`src/rtl/disp_pkg.sv`:
```
// rtl/disp_pkg.sv - shared mode encodings and default widths for the display source selector
// Contents: disp_mode_e (manual / auto-scan / freeze / reserved), default word and mask widths.
package disp_pkg;

    typedef enum logic [1:0] {
        DISP_MANUAL = 2'd0,
        DISP_AUTO   = 2'd1,
        DISP_FREEZE = 2'd2,
        DISP_RSVD   = 2'd3
    } disp_mode_e;

    localparam int DISP_DATA_W = 32;
    localparam int DISP_MASK_W = 4;

endpackage

```
`src/rtl/scan_next_idx.sv`:
```
// rtl/scan_next_idx.sv - combinational search for the next enabled display source after cur_sel
// Ports:
//   cur_sel  in   SEL_W    index currently shown
//   src_en   in   NUM_SRC  per-source include mask
//   next_idx out  SEL_W    first enabled index above cur_sel, wrapping modulo NUM_SRC
//   none_en  out  1        no source enabled; next_idx then equals cur_sel
module scan_next_idx #(
    parameter int NUM_SRC = 8,
    parameter int SEL_W   = 3
) (
    input  logic [SEL_W-1:0]   cur_sel,
    input  logic [NUM_SRC-1:0] src_en,
    output logic [SEL_W-1:0]   next_idx,
    output logic               none_en
);

    logic [SEL_W-1:0] cand;

    always_comb begin
        next_idx = cur_sel;
        none_en  = ~|src_en;
        cand     = '0;
        // Walk farthest offset first so the nearest enabled index wins. Offset
        // NUM_SRC lands back on cur_sel, which covers the single-enabled case.
        // The modulo also folds an out-of-range cur_sel left by manual mode.
        for (int k = NUM_SRC; k >= 1; k--) begin
            cand = SEL_W'((int'(cur_sel) + k) % NUM_SRC);
            if (src_en[cand]) begin
                next_idx = cand;
            end
        end
    end

endmodule

```
`src/rtl/disp_src_scan_sel.sv`:
```
// rtl/disp_src_scan_sel.sv - registered N-way display source selector with auto-scan, freeze and blink phase
// Ports:
//   clk, rst            clock, synchronous active-high reset
//   EN                  global update enable; all state holds while low
//   mode                0 manual, 1 auto-scan, 2 freeze, 3 treated as manual
//   Disp_sel            manual source index
//   src_en              per-source include mask for auto-scan
//   Disp_in/point_in/blink_in  packed per-source word and masks, source i at [i*W +: W]
//   Disp_num/point_out/blink_out  registered selection
//   blink_phase         square wave, half-period BLINK_HALF cycles
//   cur_sel             index driving the outputs
//   sel_chg             one-cycle pulse after cur_sel changes
module disp_src_scan_sel
    import disp_pkg::*;
#(
    parameter  int NUM_SRC      = 8,
    parameter  int DATA_W       = DISP_DATA_W,
    parameter  int MASK_W       = DISP_MASK_W,
    parameter  int DWELL_CYCLES = 50000000,
    parameter  int BLINK_HALF   = 25000000,
    localparam int SEL_W        = $clog2(NUM_SRC)
) (
    input  logic                      clk,
    input  logic                      rst,
    input  logic                      EN,
    input  logic [1:0]                mode,
    input  logic [SEL_W-1:0]          Disp_sel,
    input  logic [NUM_SRC-1:0]        src_en,
    input  logic [NUM_SRC*DATA_W-1:0] Disp_in,
    input  logic [NUM_SRC*MASK_W-1:0] point_in,
    input  logic [NUM_SRC*MASK_W-1:0] blink_in,
    output logic [DATA_W-1:0]         Disp_num,
    output logic [MASK_W-1:0]         point_out,
    output logic [MASK_W-1:0]         blink_out,
    output logic                      blink_phase,
    output logic [SEL_W-1:0]          cur_sel,
    output logic                      sel_chg
);

    localparam int DWELL_W = $clog2(DWELL_CYCLES);
    localparam int BLINK_W = (BLINK_HALF > 1) ? $clog2(BLINK_HALF) : 1;

    logic [DATA_W-1:0] disp_arr  [NUM_SRC];
    logic [MASK_W-1:0] point_arr [NUM_SRC];
    logic [MASK_W-1:0] blink_arr [NUM_SRC];

    for (genvar i = 0; i < NUM_SRC; i++) begin : g_unpack
        assign disp_arr[i]  = Disp_in[i*DATA_W +: DATA_W];
        assign point_arr[i] = point_in[i*MASK_W +: MASK_W];
        assign blink_arr[i] = blink_in[i*MASK_W +: MASK_W];
    end

    logic [DWELL_W-1:0] dwell_cnt;
    logic [DWELL_W-1:0] dwell_nxt;
    logic [BLINK_W-1:0] blink_cnt;
    logic [SEL_W-1:0]   sel_nxt;
    logic [SEL_W-1:0]   scan_idx;
    logic               none_en;
    logic               load;
    logic               in_range;
    logic               dwell_wrap;
    logic               blink_wrap;

    scan_next_idx #(
        .NUM_SRC (NUM_SRC),
        .SEL_W   (SEL_W)
    ) u_scan_next_idx (
        .cur_sel  (cur_sel),
        .src_en   (src_en),
        .next_idx (scan_idx),
        .none_en  (none_en)
    );

    assign dwell_wrap = (dwell_cnt == DWELL_W'(DWELL_CYCLES - 1));
    assign blink_wrap = (blink_cnt == BLINK_W'(BLINK_HALF - 1));

    always_comb begin
        sel_nxt   = cur_sel;
        dwell_nxt = dwell_cnt;
        load      = 1'b1;
        case (disp_mode_e'(mode))
            DISP_AUTO: begin
                if (dwell_wrap) begin
                    dwell_nxt = '0;
                    if (!none_en) begin
                        sel_nxt = scan_idx;
                    end
                end else begin
                    dwell_nxt = dwell_cnt + 1'b1;
                end
            end
            DISP_FREEZE: begin
                load = 1'b0;
            end
            default: begin
                // Holding the dwell count at 0 here makes a later switch to
                // auto-scan start a full dwell period from the current index.
                sel_nxt   = Disp_sel;
                dwell_nxt = '0;
            end
        endcase
        in_range = (int'(sel_nxt) < NUM_SRC);
    end

    always_ff @(posedge clk) begin
        if (rst) begin
            Disp_num    <= '0;
            point_out   <= '0;
            blink_out   <= '0;
            blink_phase <= 1'b0;
            cur_sel     <= '0;
            sel_chg     <= 1'b0;
            dwell_cnt   <= '0;
            blink_cnt   <= '0;
        end else if (EN) begin
            cur_sel   <= sel_nxt;
            dwell_cnt <= dwell_nxt;
            sel_chg   <= (sel_nxt != cur_sel);
            if (load) begin
                Disp_num  <= in_range ? disp_arr[sel_nxt]  : '0;
                point_out <= in_range ? point_arr[sel_nxt] : '0;
                blink_out <= in_range ? blink_arr[sel_nxt] : '0;
            end
            if (blink_wrap) begin
                blink_cnt   <= '0;
                blink_phase <= ~blink_phase;
            end else begin
                blink_cnt <= blink_cnt + 1'b1;
            end
        end else begin
            sel_chg <= 1'b0;
        end
    end

endmodule

```
`config.mk`:
```
export PLATFORM = sky130hd
export DESIGN_NAME = disp_src_scan_sel
export DESIGN_NICKNAME = d
export VERILOG_FILES = /design/src/rtl/disp_pkg.sv /design/src/rtl/scan_next_idx.sv /design/src/rtl/disp_src_scan_sel.sv
export SDC_FILE = /design/constraint.sdc
export NUM_CORES = 1
export LEC_CHECK = 0
export BUFFER_PORTS_ARGS = -buffer_cell sky130_fd_sc_hd__buf_2
export CAP_MARGIN = 20
export CORE_AREA = 2 2 148 150
export CTS_CLUSTER_SIZE = 24
export DETAILED_ROUTE_END_ITERATION = 8
export DIE_AREA = 0 0 150 152
export GPL_ROUTABILITY_DRIVEN = 0
export PLACE_DENSITY = 0.7
export SLEW_MARGIN = 25
export SYNTH_ARGS = -nofsm -noshare
export SYNTH_HDL_FRONTEND = slang
export SYNTH_SLANG_ARGS = --single-unit
```
`constraint.sdc`:
```
create_clock -name clk -period 10.15 [get_ports clk]
set_clock_uncertainty 0.1 [all_clocks]
set_input_delay 1.015 -clock clk [delete_from_list [all_inputs] [get_ports clk]]
set_output_delay 1.015 -clock clk [all_outputs]
set_load 0.01 [all_outputs]
```
After elaboration in Yosys (flattened, before gate mapping)
Index checks and enable logic that the tools add are counted.
{"block": "totals", "register_bits": 96, "inputBits": 336, "out_inout_bits": 45, "word_cells": 79}
{"block": "op_classes", "n_lt_le_gt_ge": 9, "n_reduce_logical": 4, "n_eq_ne": 5, "bitwise": 4, "mux": 39, "add_sub_neg": 10}
{"operator": "32-bit binary-select mux with 3-bit select", "count": 1}
{"operator": "32-bit two-way mux", "count": 2}
{"operator": "26-bit one-hot mux with 2 select lines", "count": 1}
{"operator": "3-bit by 4-bit < comparator with 1-bit output (second input constant)", "count": 8}
{"operator": "3-bit two-way mux", "count": 10}
{"operator": "26-bit by 1-bit adder with 26-bit output (second input constant)", "count": 1}
{"operator": "26-bit == test (second input constant)", "count": 1}
{"operator": "26-bit two-way mux", "count": 1}
{"operator": "25-bit by 1-bit adder with 25-bit output (second input constant)", "count": 1}
{"operator": "25-bit == test (second input constant)", "count": 1}
{"operator": "25-bit two-way mux", "count": 1}
{"operator": "1-bit binary-select mux with 3-bit select", "count": 8}
{"operator": "4-bit binary-select mux with 3-bit select", "count": 2}
{"operator": "4-bit two-way mux", "count": 4}
{"operator": "3-bit adder (second input constant)", "count": 4}
{"operator": "1-bit two-way mux", "count": 8}
{"operator": "8-bit OR reduction", "count": 1}
{"operator": "3-bit by 1-bit adder with 3-bit output (second input constant)", "count": 2}
{"operator": "3-bit by 2-bit adder with 3-bit output (second input constant)", "count": 2}
{"operator": "3-bit one-hot mux with 2 select lines", "count": 1}
{"operator": "4-bit greater-or-equal comparator (second input constant)", "count": 1}
{"operator": "3-bit NOT with 4-bit output", "count": 1}
{"operator": "2-bit AND reduction", "count": 2}
{"operator": "3-bit != test", "count": 1}
{"operator": "other kinds (4)", "count": 6}

Depth between registers and ports, before layout
{"block": "depth", "word_depth": 18, "ltp_mapped": 17, "mapped_depth_nobuf": 11}

By module
Synthesis repeated with hierarchy kept, for this count alone.
{"block": "hier_totals", "hier_cells": 879, "area_unflattened_um2": 7526.0}
{"mod": "disp_src_scan_sel", "seq_area_each_um2": 1921.8, "cells_per_inst": 778, "area_each_um2": 6618.8, "instances": 1}
{"mod": "scan_next_idx", "seq_area_each_um2": 0.0, "cells_per_inst": 101, "area_each_um2": 907.1, "instances": 1}

Worst setup path after synthesis
No wires, ideal clock.
{"block": "synth_timing", "path_type": "reg-to-reg", "start": "reg cur_sel[0]", "end": "reg Disp_num[10]", "setup_slack_ps": 6162, "arrival_time_ps": 3773, "setup_ps": 116, "t_required_ps": 9934, "path_buffers": 6, "stages_incl_launch_ff": 18, "period_less_slack_ps": 3988, "cell_sequence": "dfxtp_1 -> buf_6 -> inv_1 -> ha_1 -> buf_2 -> buf_2 -> mux4_2 -> mux2_2 -> a211o_1 -> and3b_1 -> o41ai_2 -> buf_4 -> nand3_1 -> buf_2 -> buf_4 -> a221oi_2 -> o22ai_1 -> and3_1"}
{"block": "synth_via", "elab_chain_cells": 18, "word_cells_on_any_way": 39, "cone_classes": "add/sub: 8; mux: 30; bitwise: 1"}
{"element": "start: declaration", "line": "disp_src_scan_sel.sv:36", "text": "output logic [SEL_W-1:0] cur_sel,"}
{"element": "start signal: assignment", "line": "disp_src_scan_sel.sv:116", "text": "cur_sel <= sel_nxt;"}
{"element": "3-bit by 1-bit adder with 3-bit output", "line": "scan_next_idx.sv:27", "text": "cand = SEL_W'((int'(cur_sel) + k) % NUM_SRC);"}
{"element": "1-bit binary-select mux with 3-bit select", "line": "scan_next_idx.sv:28", "text": "if (src_en[cand]) begin"}
{"element": "1-bit two-way mux (not written as such)", "line": "scan_next_idx.sv:28"}
{"element": "3-bit two-way mux (8 in series)", "line": "scan_next_idx.sv:28"}
{"element": "3-bit two-way mux", "line": "disp_src_scan_sel.sv:85", "text": "if (!none_en) begin"}
{"element": "3-bit two-way mux", "line": "disp_src_scan_sel.sv:83", "text": "if (dwell_wrap) begin"}
{"element": "3-bit one-hot mux with 2 select lines (*)", "line": "disp_src_scan_sel.sv:81", "text": "case (disp_mode_e'(mode))"}
{"element": "3-bit NOT with 4-bit output (not written as such) (*)", "line": "disp_src_scan_sel.sv:120", "text": "Disp_num <= in_range ? disp_arr[sel_nxt] : '0;"}
{"element": "32-bit binary-select mux with 3-bit select (*)", "line": "disp_src_scan_sel.sv:120"}
{"element": "32-bit two-way mux (not written as such) (*) (2 in series)", "line": "disp_src_scan_sel.sv:120"}
{"element": "end signal: assignment", "line": "disp_src_scan_sel.sv:120"}
{"element": "end: declaration", "line": "disp_src_scan_sel.sv:32", "text": "output logic [DATA_W-1:0] Disp_num,"}
Every way passes the cells marked *; elsewhere a longest branch is shown, timed or not. The select of a mux whose other input is x is not followed.
A chain may end at the register's enable or synchronous reset.

Worst setup path in the final report
{"block": "layout_timing", "start": "reg cur_sel[0]", "end": "reg Disp_num[3]"}
The elaborated chain is that of the path after synthesis.

==> reports/qor.yml <==
syn_area_per_cell_um2: 8.45
switching_share_pct: 35.4
synth.net_count: 1277
status: "complete, no violations"
antenna_found_initial: 2
synth_flop_cell: "dfxtp_1"
critical_path.cell_chain: "inv_1 > ha_1 > mux2_1 > mux4_2 > a211o_1 > and3b_1 > o41ai_4 > buf_4 > nand3b_1 > buf_4 > a221oi_1 > o22ai_1 > and3_1"
drv_cap: 0
dpl_cell_area_mm2: 0.00988
regToRegSetupSlack_ns: 3.74
clk_path_buf_depth: 2
dp.cells: 1525
cts_root_buf: "clkbuf_16"
hold_depth: 2
num_io_pins: 381
hold_ws_ns: 0.375
synth_area_mm2: 0.00790
rsz0062_at_grt: "no"
area_growth_syn_to_layout_pct: 29.0
cp_common_cell: "buf_4"
diodes: 0
synth_cell_types: 64
yosys.area.top_type_share_pct: 24.3
clock-sinks: 96
postCtsSetupBuffers: 0
row_count: 54
start_util_pct: 37.0
critPathTopFamily: "buffers and inverters"
dp_hpwl_mm: 21.8
die_h_um: 152
htreeDepth: 3
postRouteWirelength_mm: 29.6
grt.total_usage_pct: 24.6
post-place-ws_ns: 3.70
cp.required_ns: 10.35
slew_violations: 0
power_mw: 1.23
grt_remaining_overflow: 0
cp_max_fo: 60
dr_total_vias: 8966
power.switching_uw: 435
crit_buf_inv: 3
p_leak_nw: 4.82
cts_resized: 0
core_mm2: 0.0214
ant_nets: 0
layoutNonFillerInstCount: 1541
grt_max_degree: 83
period_share_pct: 63.2
clk_pin_slew_ns: 0.07
grt_pass1_vias: 8277
cts_made_buffers: 9
holdBufCountCts: 0
relSlewSlack_pct: 31.0
comb_power_share_pct: 36.9
drcViolationCount: 0
vdd_drop_max_mv: 0.0638
final_cell_mix: "buf_2 (380), nor2_1 (141), mux2i_1 (132)"
via_per_inst: 5.82
worst_pin_slew_ns: 1.03
end_kind: "flop"
sequentialPowerShare_pct: 33.5
max_clock_freq_mhz: 156
post-route-min-period_ns: 6.41
synthArstFlopShare_pct: 0
ys_ff_latch: 96
hold_end: "dwell_cnt[1]"
cts_tree: "yes"
drt-initial-drc-count: 762
timing.rr.end: "Disp_num[3]"
clock_power_share_pct: 29.5
power_density_mw_per_mm2: 121
critPathSlowestCell: "dfxtp_1"
hold_path.class: "flop to flop"
post-route-util_pct: 47.7
nFillCells: 2113
worstSetupStartpointType: "flop"
die-area_mm2: 0.0228
fin_nets: 1598
syn_inst: 935
die_x_um: 150
setup_viol: 0
firstDrtPassIters: 5
setup_ws_ns: 3.74
setup_tns_ns: 0
hold_start: "dwell_cnt[1]"
critPathArrivalTime_ns: 6.61
grt_pass1_wl_mm: 44.3
p_int_uw: 795
clk_latency_ns: 0.35
yosysWarnings: 0
ys_seq_area_share_pct: 24.3
yosys.area.top_type: "dfxtp_1"
synth-edff-count: 0
finalHoldViolCount: 0
fin_area_mm2: 0.0102
wl_per_cell_um: 19.2
reg2reg_depth: 13
critical_path_class: "flop to flop"
reg2reg_from: "cur_sel[0]"
final_common_cell: "buf_2"
max_stage_delay_ns: 0.93
synth_area_leaders: "dfxtp_1 (24%), mux2i_1 (17%), a221oi_1 (7.5%)"
portBuffers: 380
drive_gt1_share_pct: 35.7
==> worst max-delay path by stage <==
stage	startpoint	to	depth (start not counted)
floorplan	cur_sel[0]	Disp_num[10]	17
global placement	cur_sel[0]	Disp_num[16]	13
detailed placement	cur_sel[0]	Disp_num[16]	13
CTS	cur_sel[0]	Disp_num[16]	13
global route	cur_sel[0]	Disp_num[16]	13
finish	cur_sel[0]	Disp_num[3]	13
==> cell usage after synthesis (2+ instances only) <==
library cell,instances
and2_1,6
mux4_2,13
a41oi_1,3
o221ai_1,2
o21ai_1,2
a21oi_1,15
o21ai_0,9
or4b_1,2
nand4_1,8
nor4_1,5
mux2i_1,132
ha_1,6
inv_1,13
nand2_1,39
o22ai_1,39
nor4b_1,6
nand2b_1,4
or3_1,4
buf_6,3
dfxtp_1,96
nor2b_1,5
buf_4,11
a31oi_1,3
or4_1,2
nor3_1,7
nor2_1,141
and3_1,52
clkbuf_1,42
buf_2,20
a22oi_1,41
a221oi_1,68
a221oi_2,11
xnor2_1,21
mux2_2,6
a21o_1,5
a211oi_1,3
a211o_1,3
a221o_1,2
or2_2,5
xor2_1,26
mux2_1,8
buf_1,4
nand3_1,18
and4_1,4
==> per-layer routing <==
metal  track usage [%]  vias to the layer above  part of all wire [%]
met2              41.3                      489                    47
met1              30.8                     4187                    40
met3              4.95                       68                   9.5
met4              9.25                        4                   3.4
met5                 0                        -                 0.081
li1                  -                     4218                     -
==> registers in the layout, indices dropped and copies added, names as in the netlist <==
name,flops
blink_cnt,25
Disp_num,32
blink_phase,1
blink_out,4
dwell_cnt,26
point_out,4
cur_sel,3
sel_chg,1
==> layout make-up <==
type | count | area [um^2] | share of cell area [%]
Timing Repair Buffer | 391 | 1980 | 19.5
Inverter | 13 | 48.8 | 0.479
Sequential cell | 96 | 1920 | 18.9
Clock inverter | 5 | 62.6 | 0.614
Clock buffer | 11 | 243 | 2.38
Multi-Input combinational cell | 745 | 5580 | 54.7
Tap cell | 280 | 350 | 3.44
==> cell families (layout without fill, tap and decap cells) <==
group           after synthesis  after routing  synth area share (%)
simple gates                313            313                  19.3
buf+inv                      94            420                  5.64
mux                         159            159                  22.4
flops                        96             96                  24.3
xor+xnor                     48             48                  5.42
compound gates              219            219                  21.9
fa+ha+maj                     6              6                 0.950
==> power groups by stage <==
stage	logic [mW]	registers, mW	clock network, mW
floorplan	0.281	0.425	0
CTS	0.452	0.412	0.374
global placement	0.445	0.420	0
detailed placement	0.451	0.421	0
finish	0.454	0.412	0.363
global route	0.489	0.415	0.384
==> tightest hold or removal path: cells and delay by family, from the launching register on <==
family / cells / cell delay, ns
AOI/OAI and AO/OA: 1 / 0.05
DFF: 1 / 0.32
and+or+nand+nor: 1 / 0.06
Note: power is estimated with default switching activity, not from simulation.
